File: src/rtl/dmem_dump_arbiter_if.sv
// rtl/dmem_dump_arbiter_if.sv - pipeline, data memory and debug dump signals around the arbiter
interface dmem_dump_arbiter_if #(
  parameter int NB_DATA = 32,
  parameter int NB_ADDR = 10,
  parameter int NB_CNT  = 8
);
  logic [NB_ADDR-1:0] i_pipe_addr;
  logic [NB_DATA-1:0] i_pipe_wdata;
  logic               i_pipe_we;
  logic               i_pipe_re;
  logic [1:0]         i_pipe_width;
  logic               i_pipe_quiet;
  logic               o_stall_req;

  logic [NB_ADDR-1:0] o_mem_addr;
  logic [NB_DATA-1:0] o_mem_wdata;
  logic               o_mem_we;
  logic               o_mem_re;
  logic [1:0]         o_mem_width;
  logic [NB_DATA-1:0] i_mem_rdata;

  logic               i_dump_start;
  logic [NB_ADDR-1:0] i_dump_base;
  logic [NB_CNT-1:0]  i_dump_len;
  logic [NB_DATA-1:0] o_dump_data;
  logic               o_dump_valid;
  logic               i_dump_ready;
  logic               o_dump_busy;
  logic               o_dump_done;
  logic               o_err;

  modport master (
    input  i_pipe_addr, i_pipe_wdata, i_pipe_we, i_pipe_re, i_pipe_width, i_pipe_quiet,
    output o_stall_req,
    output o_mem_addr, o_mem_wdata, o_mem_we, o_mem_re, o_mem_width,
    input  i_mem_rdata,
    input  i_dump_start, i_dump_base, i_dump_len, i_dump_ready,
    output o_dump_data, o_dump_valid, o_dump_busy, o_dump_done, o_err
  );

  modport slave (
    output i_pipe_addr, i_pipe_wdata, i_pipe_we, i_pipe_re, i_pipe_width, i_pipe_quiet,
    input  o_stall_req,
    input  o_mem_addr, o_mem_wdata, o_mem_we, o_mem_re, o_mem_width,
    output i_mem_rdata,
    output i_dump_start, i_dump_base, i_dump_len, i_dump_ready,
    input  o_dump_data, o_dump_valid, o_dump_busy, o_dump_done, o_err
  );
endinterface

File: src/rtl/dmem_dump_arbiter.sv
// rtl/dmem_dump_arbiter.sv - shares data memory between MEM stage and a debug word dump
module dmem_dump_arbiter #(
  parameter int NB_DATA = 32,
  parameter int NB_ADDR = 10,
  parameter int NB_CNT  = 8
) (
  input logic clk,
  input logic i_rst_n,
  dmem_dump_arbiter_if.master bus
);

  typedef enum logic [2:0] {
    S_IDLE,
    S_REQ,
    S_ISSUE,
    S_CAPT,
    S_VALID,
    S_DONE
  } state_t;

  state_t state, state_nx;

  logic [NB_ADDR-1:0] base_q;
  logic [NB_CNT-1:0]  len_q;
  logic [NB_CNT-1:0]  count_q;
  logic [NB_DATA-1:0] data_q;
  logic               err_q;

  logic [NB_CNT-1:0]  count_inc;
  logic [NB_ADDR-1:0] dbg_addr;
  logic               debug_owns;

  logic [NB_ADDR-1:0] mem_addr;
  logic [NB_DATA-1:0] mem_wdata;
  logic               mem_we;
  logic               mem_re;
  logic [1:0]         mem_width;
  logic               stall;
  logic               dump_valid;
  logic               dump_done;

  assign count_inc  = count_q + 1'b1;
  // Word stride; the sum wraps silently at the top of the address space.
  assign dbg_addr   = base_q + (NB_ADDR'(count_q) << 2);
  assign debug_owns = (state == S_ISSUE) || (state == S_CAPT) || (state == S_VALID);

  always_ff @(posedge clk or negedge i_rst_n) begin
    if (!i_rst_n) begin
      state   <= S_IDLE;
      base_q  <= '0;
      len_q   <= '0;
      count_q <= '0;
      data_q  <= '0;
      err_q   <= 1'b0;
    end else begin
      state <= state_nx;
      if (state == S_IDLE && bus.i_dump_start) begin
        base_q  <= bus.i_dump_base;
        len_q   <= bus.i_dump_len;
        count_q <= '0;
      end
      if (state == S_CAPT) begin
        data_q <= bus.i_mem_rdata;
      end
      if (state == S_VALID && bus.i_dump_ready) begin
        count_q <= count_inc;
      end
      if (debug_owns && (bus.i_pipe_we || bus.i_pipe_re)) begin
        err_q <= 1'b1;
      end
    end
  end

  always_comb begin
    state_nx   = state;
    mem_addr   = dbg_addr;
    mem_wdata  = '0;
    mem_we     = 1'b0;
    mem_re     = 1'b0;
    mem_width  = 2'b00;
    stall      = 1'b0;
    dump_valid = 1'b0;
    dump_done  = 1'b0;

    // Pipeline owns the memory outside the debug grant; reset forces the mirror off.
    if ((state == S_IDLE || state == S_REQ || state == S_DONE) && i_rst_n) begin
      mem_addr  = bus.i_pipe_addr;
      mem_wdata = bus.i_pipe_wdata;
      mem_we    = bus.i_pipe_we;
      mem_re    = bus.i_pipe_re;
      mem_width = bus.i_pipe_width;
    end

    case (state)
      S_IDLE: begin
        if (bus.i_dump_start) begin
          state_nx = (bus.i_dump_len != '0) ? S_REQ : S_DONE;
        end
      end
      S_REQ: begin
        stall = 1'b1;
        if (bus.i_pipe_quiet) begin
          state_nx = S_ISSUE;
        end
      end
      S_ISSUE: begin
        stall     = 1'b1;
        mem_re    = 1'b1;
        mem_width = 2'b10;
        state_nx  = S_CAPT;
      end
      S_CAPT: begin
        stall    = 1'b1;
        state_nx = S_VALID;
      end
      S_VALID: begin
        stall      = 1'b1;
        dump_valid = 1'b1;
        if (bus.i_dump_ready) begin
          state_nx = (count_inc == len_q) ? S_DONE : S_ISSUE;
        end
      end
      S_DONE: begin
        dump_done = 1'b1;
        state_nx  = S_IDLE;
      end
      default: state_nx = S_IDLE;
    endcase
  end

  assign bus.o_stall_req  = stall;
  assign bus.o_mem_addr   = mem_addr;
  assign bus.o_mem_wdata  = mem_wdata;
  assign bus.o_mem_we     = mem_we;
  assign bus.o_mem_re     = mem_re;
  assign bus.o_mem_width  = mem_width;
  assign bus.o_dump_data  = data_q;
  assign bus.o_dump_valid = dump_valid;
  assign bus.o_dump_busy  = (state != S_IDLE);
  assign bus.o_dump_done  = dump_done;
  assign bus.o_err        = err_q;

endmodule
File: src/flat_wrapper.sv
// flat-port wrapper written by rule: the top's interface ports become plain ports
module dmem_dump_arbiter_flat 
#(
  parameter int NB_DATA = 32,
  parameter int NB_ADDR = 10,
  parameter int NB_CNT  = 8
)
  (clk, i_rst_n, bus_i_pipe_addr, bus_i_pipe_wdata, bus_i_pipe_we, bus_i_pipe_re, bus_i_pipe_width, bus_i_pipe_quiet, bus_o_stall_req, bus_o_mem_addr, bus_o_mem_wdata, bus_o_mem_we, bus_o_mem_re, bus_o_mem_width, bus_i_mem_rdata, bus_i_dump_start, bus_i_dump_base, bus_i_dump_len, bus_i_dump_ready, bus_o_dump_data, bus_o_dump_valid, bus_o_dump_busy, bus_o_dump_done, bus_o_err);
  dmem_dump_arbiter_if #(.NB_DATA(NB_DATA), .NB_ADDR(NB_ADDR), .NB_CNT(NB_CNT)) bus_i ();
  input logic clk;
  input logic i_rst_n;
  input wire logic [$bits(bus_i.i_pipe_addr)-1:0] bus_i_pipe_addr;
  input wire logic [$bits(bus_i.i_pipe_wdata)-1:0] bus_i_pipe_wdata;
  input wire logic [$bits(bus_i.i_pipe_we)-1:0] bus_i_pipe_we;
  input wire logic [$bits(bus_i.i_pipe_re)-1:0] bus_i_pipe_re;
  input wire logic [$bits(bus_i.i_pipe_width)-1:0] bus_i_pipe_width;
  input wire logic [$bits(bus_i.i_pipe_quiet)-1:0] bus_i_pipe_quiet;
  output wire logic [$bits(bus_i.o_stall_req)-1:0] bus_o_stall_req;
  output wire logic [$bits(bus_i.o_mem_addr)-1:0] bus_o_mem_addr;
  output wire logic [$bits(bus_i.o_mem_wdata)-1:0] bus_o_mem_wdata;
  output wire logic [$bits(bus_i.o_mem_we)-1:0] bus_o_mem_we;
  output wire logic [$bits(bus_i.o_mem_re)-1:0] bus_o_mem_re;
  output wire logic [$bits(bus_i.o_mem_width)-1:0] bus_o_mem_width;
  input wire logic [$bits(bus_i.i_mem_rdata)-1:0] bus_i_mem_rdata;
  input wire logic [$bits(bus_i.i_dump_start)-1:0] bus_i_dump_start;
  input wire logic [$bits(bus_i.i_dump_base)-1:0] bus_i_dump_base;
  input wire logic [$bits(bus_i.i_dump_len)-1:0] bus_i_dump_len;
  input wire logic [$bits(bus_i.i_dump_ready)-1:0] bus_i_dump_ready;
  output wire logic [$bits(bus_i.o_dump_data)-1:0] bus_o_dump_data;
  output wire logic [$bits(bus_i.o_dump_valid)-1:0] bus_o_dump_valid;
  output wire logic [$bits(bus_i.o_dump_busy)-1:0] bus_o_dump_busy;
  output wire logic [$bits(bus_i.o_dump_done)-1:0] bus_o_dump_done;
  output wire logic [$bits(bus_i.o_err)-1:0] bus_o_err;
  assign bus_i.i_pipe_addr = bus_i_pipe_addr;
  assign bus_i.i_pipe_wdata = bus_i_pipe_wdata;
  assign bus_i.i_pipe_we = bus_i_pipe_we;
  assign bus_i.i_pipe_re = bus_i_pipe_re;
  assign bus_i.i_pipe_width = bus_i_pipe_width;
  assign bus_i.i_pipe_quiet = bus_i_pipe_quiet;
  assign bus_o_stall_req = bus_i.o_stall_req;
  assign bus_o_mem_addr = bus_i.o_mem_addr;
  assign bus_o_mem_wdata = bus_i.o_mem_wdata;
  assign bus_o_mem_we = bus_i.o_mem_we;
  assign bus_o_mem_re = bus_i.o_mem_re;
  assign bus_o_mem_width = bus_i.o_mem_width;
  assign bus_i.i_mem_rdata = bus_i_mem_rdata;
  assign bus_i.i_dump_start = bus_i_dump_start;
  assign bus_i.i_dump_base = bus_i_dump_base;
  assign bus_i.i_dump_len = bus_i_dump_len;
  assign bus_i.i_dump_ready = bus_i_dump_ready;
  assign bus_o_dump_data = bus_i.o_dump_data;
  assign bus_o_dump_valid = bus_i.o_dump_valid;
  assign bus_o_dump_busy = bus_i.o_dump_busy;
  assign bus_o_dump_done = bus_i.o_dump_done;
  assign bus_o_err = bus_i.o_err;
  dmem_dump_arbiter #(.NB_DATA(NB_DATA), .NB_ADDR(NB_ADDR), .NB_CNT(NB_CNT)) u_core (.clk(clk), .i_rst_n(i_rst_n), .bus(bus_i));
endmodule
File: config.mk
export PLATFORM = sky130hd
export DESIGN_NAME = dmem_dump_arbiter_flat
export DESIGN_NICKNAME = d
export VERILOG_FILES = /design/src/rtl/dmem_dump_arbiter_if.sv /design/src/rtl/dmem_dump_arbiter.sv /design/src/flat_wrapper.sv
export SDC_FILE = /design/constraint.sdc
export NUM_CORES = 1
export LEC_CHECK = 0
export CAP_MARGIN = 20
export CORE_ASPECT_RATIO = 0.75
export CORE_MARGIN = 3
export CORE_UTILIZATION = 40
export CTS_CLUSTER_SIZE = 40
export DETAILED_ROUTE_END_ITERATION = 12
export PLACE_DENSITY_LB_ADDON = 0.25
export SETUP_SLACK_MARGIN = 0.2
export SYNTH_ARGS = -nofsm -noshare
export SYNTH_HDL_FRONTEND = slang
export SYNTH_SLANG_ARGS = --single-unit
File: constraint.sdc
create_clock -name clk -period 3.75 [get_ports clk]
set_clock_uncertainty 0.1 [all_clocks]
set_input_delay 1.125 -clock clk [delete_from_list [all_inputs] [get_ports clk]]
set_output_delay 1.125 -clock clk [all_outputs]
set_load 0.03 [all_outputs]
==> results of run 1 <==
## critical path, cell delays in order (launching register included)
cell	delay (ns)
dfrtp_1	0.36
ha_2	0.20
inv_2	0.05
fa_2	0.39
nor2b_2	0.14
o21ai_2	0.09
a21boi_2	0.18
o21a_1	0.15
nor3_1	0.06
o31ai_2	0.16
buf_4	0.19
## what timing repair did
action | in CTS | in global routing
buffers inserted | 0 | 3
gates cloned | 0 | 0
resized for setup | 12 | 10
setup endpoints to repair | 7 | 5
pin swaps | 1 | 3
## metrics by stage
step / worst slack (ns) / hold slack, ns / total power [mW] / std cells
floorplan: 0.2448 / 0.3767 / 2.726 / 312
global route: 0.1253 / 0.4005 / 4.813 / 610
finish: 0.2510 / 0.3870 / 4.569 / 610
detailed placement: -0.003248 / 0.3762 / 3.753 / 594
CTS: 0.1511 / 0.3911 / 4.593 / 607
global placement: 0.02675 / 0.3608 / 3.686 / 594
## Yosys cell counts (2+ instances only)
| cell type | instances |
|---|---|
| o21a_1 | 2 |
| buf_1 | 3 |
| xor2_1 | 10 |
| o31ai_1 | 4 |
| mux2_2 | 52 |
| xnor2_1 | 5 |
| a22o_1 | 3 |
| nand2_1 | 21 |
| a21oi_1 | 9 |
| clkbuf_1 | 7 |
| and2_1 | 34 |
| dfrtp_1 | 62 |
| nand2b_1 | 7 |
| ha_1 | 8 |
| nand3_1 | 3 |
| nand4_1 | 2 |
| buf_4 | 2 |
| buf_2 | 3 |
| and3_1 | 2 |
| mux2i_1 | 2 |
| o22ai_1 | 2 |
| nor3_1 | 4 |
| o21ai_0 | 14 |
| inv_1 | 8 |
| nor2_1 | 16 |
| a31oi_1 | 2 |
## layout make-up
class                           count  area (um2)
Tap cell                          105       131.4
Sequential cell                    62        1554
Clock buffer                       12       266.5
Clock inverter                      1       30.03
Inverter                            8       30.03
Multi-Input combinational cell    226        1794
Fill cell                         610        2459
Timing Repair Buffer              196        1828
## registers in the layout (all words and copies together), names as in the netlist
signal                  count
u_core.len_q                8
u_core.bus.o_dump_data     32
u_core.count_q              8
u_core.bus.o_err            1
u_core.state                3
u_core.base_q              10
## logic make-up (layout without fill, tap and decap cells)
group / Yosys count / count (layout) / share of synthesized area (%)
compound gates: 49 / 49 / 10.58
xor+xnor: 15 / 15 / 3.845
fa+ha+maj: 9 / 9 / 3.515
buf+inv: 24 / 217 / 3.186
flops: 62 / 62 / 45.40
mux: 55 / 55 / 18.05
simple gates: 98 / 98 / 15.42
## final timing paths
kind                              startpoint                    endpoint  slack (ns)  cells after the start
setup / recovery           u_core.count_q[0]           bus_o_mem_addr[8]        0.25                     10
hold / removal              u_core.bus.o_err            u_core.bus.o_err        0.39                      1
setup reg to reg           u_core.count_q[0]             u_core.state[1]        1.38                      8
hold reg to reg             u_core.bus.o_err            u_core.bus.o_err        0.39                      1
max in group asynchronous            i_rst_n  u_core.bus.o_dump_data[20]        2.31                      2
min in group asynchronous            i_rst_n           u_core.count_q[3]        0.81                      2
## layer usage
metal,part of all wire (%),vias to the layer above,wire [um]
met4,2.4,0,248
li1,-,1471,-
met3,8.9,20,940
met5,0,-,0
met2,48,139,5074
met1,41,1454,4281
## power by group through the flow
stage / registers [mW] / clock network, mW / logic [mW]
after floorplan: 1.50 / 0 / 1.23
after global placement: 1.16 / 0 / 2.53
after detailed placement: 1.18 / 0 / 2.57
after CTS: 1.18 / 0.833 / 2.58
after global routing: 1.22 / 0.860 / 2.73
final: 1.18 / 0.816 / 2.57
==> flow_summary_export.csv, run 1 <==
group,metric,value,unit
cts,path_clk_slew,0.05,ns
power_and_ir_drop,p_leak,2.444,nW
route,vias,3084,
global_route,grt_util_met3,6.700,%
global_route,grt_util_all_layers,21.54,%
place,port_buffers,183,
route,drcViolationCount,0,
floorplan,die_w,112.7,um
power_and_ir_drop,p_switching,1.859,mW
global_route,grt_pass1_vias,3238,
cts,cts_root_buf,"clkbuf_16",
power_and_ir_drop,power.share.combinational,56.3,%
route,wirelength,10550,um
power_and_ir_drop,internal_power,2.710,mW
status,outcome,"completed",
timing,worst_pin_slew,0.5843,ns
critical_path,critPathMaxFanout,2,
power_and_ir_drop,seq_power_share,25.8,%
cts,clock_latency,0.32,ns
yosys,synthArstFlopShare,100.0,%
yosys,yosysTopAreaCell,"dfrtp_1",
timing,setup_viol,0,
run,maxCapViolCount,0,
route,dr.first_iter.drc_count,174,
cts,cts_max_path_buffers,2,
yosys,ys_seq_area_share,45.40,%
place,placed_cell_area,0.005289,mm2
route,via_per_inst,5.056,
route,drtAntennaViolNets,0,
yosys,syn_area_per_cell,10.95,um2
floorplan,io-pin-count,184,
global_route,groute.layer.met1.usage,26.43,%
cells_and_area,design_area,0.005634,mm2
global_route,busiest_layer,"met2",
critical_path,worstSetupStartpointType,"flip-flop",
cells_and_area,drive_gt1_share,28.32,%
cts,cts_tree,"yes",
yosys,synth_top_area_share,45.40,%
yosys,netlist_instances,312,
timing,slew_viol_final,0,
timing,hold_violations,0,
timing,max_freq,0.2858,GHz
global_route,grt_max_degree,65,
power_and_ir_drop,clockPowerShare,17.9,%
global_route,met2_usage,35.54,%
place,hpwl,8000,um
global_route,grt_pass1_wl,16300,um
floorplan,coreArea,0.008093,mm2
timing,fin_crit,3.499,ns
power_and_ir_drop,power_density,811.0,mW/mm2
floorplan,initial_core_util,42.22,%
yosys,yosysUniqueCellTypes,51,
timing,finalCritPeriodShare,93.31,%
critical_path,cp.arrival,2.27,ns
yosys,synth_area_leaders,"dfrtp_1, mux2_2, and2_1",
floorplan,die_y,86.05,um
worst_hold_path,worst_hold_path_type,"reg2reg",
route,detail_route.wl_per_cell,17.29,um
timing,setup_tns,0,ns
cts,cts_hold_buffers,0,
cells_and_area,syn2layout_area_growth,64.88,%
critical_path,path_class,"reg2out",
route,first_pass_iters,4,
floorplan,rows,28,
yosys,synth_edf_count,0,
yosys,ys_warn_count,0,
cells_and_area,final_util,69.62,%
yosys,ys_seq_elements,62,
yosys,synth.cell_area,0.003417,mm2
timing,grt_setup_unrepaired,"yes",
cts,h-tree-depth,3,
place,place.gp.congestion,0.8325,
cts,cts_sinks,62,
cells_and_area,num_antenna_cells,0,
global_route,grt_overflow_total,0,
yosys,synth_nets,422,
critical_path,end_kind,"output port",
cells_and_area,final_net_count,613,
power_and_ir_drop,p_sw_share,40.69,%
power_and_ir_drop,ir_worst_vdd,0.5676,mV
cells_and_area,final_common_cell,"clkdlybuf4s50_1",
yosys,synth_ff_type,"dfrtp_1",
cells_and_area,final_cell_mix,"clkdlybuf4s50_1, dfrtp_1, mux2_2, buf_4, and2_1",
critical_path,cp.required,2.52,ns
global_route,antenna_found_initial,0,
floorplan,die_area,0.009699,mm2
cts,cts_inserted_buffers,9,
timing,slew_headroom,61.04,%
Note: power is estimated with default switching activity, not from simulation.
==> run 2, diff against run 1 <==
--- a/config.mk
+++ b/config.mk
@@ -16,3 +16,4 @@
 export SYNTH_ARGS = -nofsm -noshare
 export SYNTH_HDL_FRONTEND = slang
 export SYNTH_SLANG_ARGS = --single-unit
+export TNS_END_PERCENT = 20
==> run 2 against run 1 <==
Routed wire length shrank 5.0%. Die area is the same. First-iteration DRC count shrank 8.0%. Clock power grew 3.9%. Critical path depth shrank 6. Largest cell class unchanged. Clock-buffer cell count shrank 2. Sequential power is essentially flat. Register-to-register slack is essentially flat. Total power shrank 0.42%. Critical endpoint is now bus_o_mem_addr[1]. Flip-flop and latch count is the same. Highest routed layer unchanged.
==> flow_summary_export.csv, run 2 (synthesis gave the netlist of run 1 again) <==
group,metric,value,unit
cells_and_area,final_net_count,610,
power_and_ir_drop,clockPowerShare,18.6,%
route,wirelength,10020,um
floorplan,rows,28,
floorplan,coreArea,0.008093,mm2
cells_and_area,design_area,0.005588,mm2
timing,slew_viol_final,0,
timing,slew_headroom,61.76,%
route,drcViolationCount,0,
timing,hold_slack,0.3791,ns
cts,cts_inserted_buffers,9,
cells_and_area,syn2layout_area_growth,63.53,%
timing,worst_pin_slew,0.5736,ns
cells_and_area,final_common_cell,"clkdlybuf4s50_1",
global_route,grt_pass1_wl,15700,um
timing,finalCritPeriodShare,98.44,%
route,first_pass_iters,4,
timing,setup_viol,0,
floorplan,die_area,0.009699,mm2
critical_path,cpMaxStageDelayCell,"clkdlybuf4s50_1",
cells_and_area,num_antenna_cells,0,
cells_and_area,stdcell_count,610,
cts,cts_root_buf,"clkbuf_16",
cells_and_area,seq_area,0.001554,mm2
timing,grt_setup_unrepaired,"yes",
timing,max_freq,0.2709,GHz
critical_path,max_stage_delay,0.59,ns
cells_and_area,drive_gt1_share,26.73,%
cells_and_area,largest_register_ffs,32,
cells_and_area,final_cell_mix,"clkdlybuf4s50_1, dfrtp_1, mux2_2",
power_and_ir_drop,p_switching,1.876,mW
cts,path_clk_slew,0.06,ns
route,detail_route.wl_per_cell,16.42,um
cts,clock_latency,0.33,ns
critical_path,cp.arrival,2.47,ns
cts,postCtsSetupRepairBufs,0,
route,vias,3068,
power_and_ir_drop,finalPower,4.550,mW
floorplan,io-pin-count,184,
critical_path,cp_cell_sequence,"buf_2 > and3b_2 > mux2_2 > clkdlybuf4s50_1",
place,hpwl,7794,um
power_and_ir_drop,ir_worst_vdd,0.5517,mV
global_route,antenna_found_initial,0,
place,port_buffers,183,
timing,setup_tns,0,ns
global_route,grt_max_degree,65,
global_route,grt_util_all_layers,20.44,%
power_and_ir_drop,power_density,814.2,mW/mm2
timing,fin_crit,3.692,ns
cts,cts_hold_buffers,0,
place,placed_cell_area,0.005271,mm2
power_and_ir_drop,internal_power,2.673,mW
critical_path,worstSetupStartpointType,"input pin",
cells_and_area,fillers,617,
worst_hold_path,worst_hold_path_type,"reg2reg",
route,dr.first_iter.drc_count,160,
power_and_ir_drop,power.share.combinational,55.8,%
power_and_ir_drop,p_leak,2.427,nW
global_route,grt_overflow_total,0,
power_and_ir_drop,seq_power_share,25.6,%
power_and_ir_drop,p_sw_share,41.24,%
place,dp_cells,594,
cells_and_area,multi_input_comb_area,0.001767,mm2
critical_path,end_kind,"output port",
cts,cts_sinks,62,
critical_path,path_buf_inv,2,
critical_path,critical-path-top-delay-family,"buffers and inverters",
floorplan,die_w,112.7,um
critical_path,critPathMaxFanout,7,
cts,h-tree-depth,3,
cts,cts_max_path_buffers,2,
route,drtAntennaViolNets,0,
critical_path,path_class,"in2out",
critical_path,cp.required,2.52,ns
route,via_per_inst,5.030,
place,place.gp.congestion,0.7956,
cts,cts_tree,"yes",
run,maxCapViolCount,0,
timing,hold_violations,0,
floorplan,die_y,86.05,um
global_route,grt_pass1_vias,3093,
floorplan,initial_core_util,42.22,%
status,outcome,"completed",
## run 2: metrics by stage
stage                     utilization [%]  worst slack, ns
final                               69.05          0.05832
after detailed placement            65.14         -0.02319
after global routing                69.05         0.008852
after global placement              65.14         -0.03716
after CTS                           68.92          0.06304
after floorplan                         -           0.1639
## run 2: cell type report
type                            instances  area share, %
Timing Repair Buffer                  193          32.18
Multi-Input combinational cell        226          31.62
Sequential cell                        62          27.81
Clock buffer                           10          4.277
Tap cell                              105          2.351
Clock inverter                          6          1.232
Inverter                                8         0.5374
## run 2: worst reg2reg max path: cells and delay by family, from the launching register on
| family | cells | cell delay, ns |
|---|---|---|
| AO/OA/AOI/OAI | 4 | 1.03 |
| flip-flops | 1 | 0.39 |
| adder cells (fa/ha/maj) | 1 | 0.34 |
| XOR/XNOR | 1 | 0.15 |
| buffers and inverters | 1 | 0.17 |
| AND/OR/NAND/NOR | 1 | 0.08 |
## run 2: final timing paths
check / slack [ns] / start / depth (start not counted) / end
min: 0.38 / u_core.bus.o_err / 1 / u_core.bus.o_err
max in group asynchronous: 2.31 / i_rst_n / 2 / u_core.count_q[1]
max reg2reg: 1.38 / u_core.count_q[0] / 8 / u_core.state[1]
min reg2reg: 0.38 / u_core.bus.o_err / 1 / u_core.bus.o_err
max: 0.06 / i_rst_n / 4 / bus_o_mem_addr[1]
min in group asynchronous: 0.80 / i_rst_n / 2 / u_core.count_q[0]
## run 2: per-layer routing
metal	vias to the layer above	wire [um]	track usage [%]	part of all wire (%)
met1	1445	4172	26.32	42
met3	14	1035	8.886	10
li1	1465	-	-	-
met4	0	141	5.240	1.4
met2	144	4669	31.77	47
met5	-	0	0	0
## run 2: power groups by stage
stage | combinational [mW] | sequential (mW) | clock, mW
finish | 2.54 | 1.16 | 0.848
global route | 2.70 | 1.21 | 0.901
CTS | 2.56 | 1.16 | 0.868
detailed placement | 2.55 | 1.17 | 0
global placement | 2.52 | 1.16 | 0
floorplan | 1.22 | 1.50 | 0
## run 2: timing repair
| action | 4_1_cts | 5_1_grt |
|---|---|---|
| endpoints found under the setup margin | 7 | 7 |
| gates resized for setup | 5 | 4 |
| cloned | 0 | 0 |
==> run 3, diff against run 2 <==
--- a/config.mk
+++ b/config.mk
@@ -11,6 +11,7 @@
 export CORE_UTILIZATION = 40
 export CTS_CLUSTER_SIZE = 40
 export DETAILED_ROUTE_END_ITERATION = 12
+export MAX_ROUTING_LAYER = met4
 export PLACE_DENSITY_LB_ADDON = 0.25
 export SETUP_SLACK_MARGIN = 0.2
 export SYNTH_ARGS = -nofsm -noshare
==> run 3 against run 2 <==
Clock power barely moved. Combinational power about the same. Fmax about the same. First-iteration DRC count grew 17%. Flip-flop and latch count stayed put. Critical path type unchanged. Critical endpoint unchanged. Largest cell class unchanged.
==> flow_summary_export.csv, run 3 (synthesis gave the netlist of run 1 again) <==
group,metric,value,unit
cts,cts_max_path_buffers,2,
timing,grt_setup_unrepaired,"yes",
cells_and_area,multi_input_comb_area,0.001767,mm2
floorplan,initial_core_util,42.22,%
power_and_ir_drop,ir_worst_vdd,0.5516,mV
cells_and_area,final_util,69.05,%
worst_hold_path,worst_hold_path_type,"reg2reg",
route,drtAntennaViolNets,0,
floorplan,rows,28,
route,vias,3067,
critical_path,cp.required,2.52,ns
global_route,grt_overflow_total,0,
timing,max_freq,0.2709,GHz
critical_path,setup.worst_path.start,"i_rst_n",
critical_path,path_class,"in2out",
route,via_per_inst,5.028,
floorplan,coreArea,0.008093,mm2
critical_path,crit_end,"bus_o_mem_addr[1]",
place,placed_cell_area,0.005271,mm2
floorplan,io-pin-count,184,
cells_and_area,seq_area,0.001554,mm2
route,first_pass_iters,4,
critical_path,end_kind,"output port",
cts,path_clk_slew,0.06,ns
global_route,grt_pass1_vias,3095,
cts,cts_sinks,62,
route,drcViolationCount,0,
cells_and_area,syn2layout_area_growth,63.53,%
place,port_buffers,183,
global_route,grt_pass1_wl,15700,um
power_and_ir_drop,finalPower,4.550,mW
cts,cts_root_buf,"clkbuf_16",
timing,slew_viol_final,0,
status,outcome,"completed",
timing,worst_pin_slew,0.5753,ns
critical_path,worstSetupStartpointType,"input pin",
critical_path,cp.arrival,2.47,ns
cts,cts_inserted_buffers,9,
cells_and_area,num_antenna_cells,0,
cts,clock_latency,0.33,ns
cells_and_area,final_common_cell,"clkdlybuf4s50_1",
route,detail_route.wl_per_cell,16.47,um
global_route,grt_max_degree,65,
timing,setup_viol,0,
cells_and_area,final_net_count,610,
timing,slew_headroom,61.65,%
cells_and_area,fillers,617,
global_route,grt_util_all_layers,21.06,%
place,place.gp.congestion,0.8069,
floorplan,die_y,86.05,um
cts,h-tree-depth,3,
run,maxCapViolCount,0,
timing,hold_violations,0,
cts,postCtsSetupRepairBufs,0,
cells_and_area,largest_register_ffs,32,
place,hpwl,7794,um
power_and_ir_drop,power_density,814.3,mW/mm2
timing,fin_crit,3.692,ns
floorplan,die_area,0.009699,mm2
critical_path,r2r_setup_slack,1.38,ns
cts,cts_tree,"yes",
cells_and_area,drive_gt1_share,26.73,%
cells_and_area,design_area,0.005588,mm2
global_route,antenna_found_initial,0,
timing,finalCritPeriodShare,98.45,%
critical_path,critPathMaxFanout,7,
critical_path,worst_r2r_path_depth,8,
route,wirelength,10050,um
route,dr.first_iter.drc_count,187,
power_and_ir_drop,p_leak,2.427,nW
floorplan,die_w,112.7,um
cells_and_area,final_cell_mix,"clkdlybuf4s50_1, dfrtp_1, mux2_2",
critical_path,r2r-start,"u_core.count_q[0]",
critical_path,worstReg2RegEnd,"u_core.state[1]",
[run 3: cell counts in the layout (fill, tap and decap cells not counted)]
Identical to the previous run, type by type.
[run 3: power by group]
group | total [mW] | internal, mW | switching [mW]
Combinational | 2.54 | 1.16 | 1.37
Sequential | 1.16 | 0.973 | 0.192
Clock | 0.848 | 0.536 | 0.311
[run 3: worst min path at each step]
stage | slack [ns] | start | end | cells after the start
floorplan | 0.38 | u_core.base_q[0] | u_core.base_q[0] | 1
global placement | 0.36 | u_core.bus.o_err | u_core.bus.o_err | 1
detailed placement | 0.37 | u_core.bus.o_err | u_core.bus.o_err | 1
CTS | 0.38 | u_core.bus.o_err | u_core.bus.o_err | 1
global route | 0.41 | u_core.bus.o_err | u_core.bus.o_err | 1
finish | 0.38 | u_core.bus.o_err | u_core.bus.o_err | 1
[run 3: layer usage]
metal,global-route usage (%),vias up,share of wire (%),wire length (um)
met2,31.72,142,47,4692
met4,5.240,0,1.4,140
met5,-,-,0,0
li1,-,1466,-,-
met1,26.99,1448,43,4273
met3,7.898,11,9.4,942
[run 3: stage by stage]
stage | hold WS (ns) | setup WS, ns | setup TNS [ns] | cells
after CTS | 0.3809 | 0.06304 | 0 | 610
after floorplan | 0.3767 | 0.1639 | 0 | 312
after global routing | 0.4057 | 0.008853 | 0 | 610
final | 0.3791 | 0.05826 | 0 | 610
after global placement | 0.3615 | -0.03716 | -0.1315 | 594
after detailed placement | 0.3651 | -0.02319 | -0.07105 | 594
[run 3: cell type report]
class	instances	area share (%)
Timing Repair Buffer	193	32.18
Multi-Input combinational cell	226	31.62
Sequential cell	62	27.81
Clock buffer	10	4.277
Tap cell	105	2.351
Clock inverter	6	1.232
Inverter	8	0.5374
[run 3: worst max-delay path, cell delays in order]
cell and delay (ns):
buf_2 0.11, and3b_2 0.29, mux2_2 0.35, clkdlybuf4s50_1 0.59
[run 3: what timing repair did]
item,CTS,global route
endpoints found under the setup margin,7,7
hold endpoints to repair,0,0
resized for setup,5,4
hold buffers,0,0
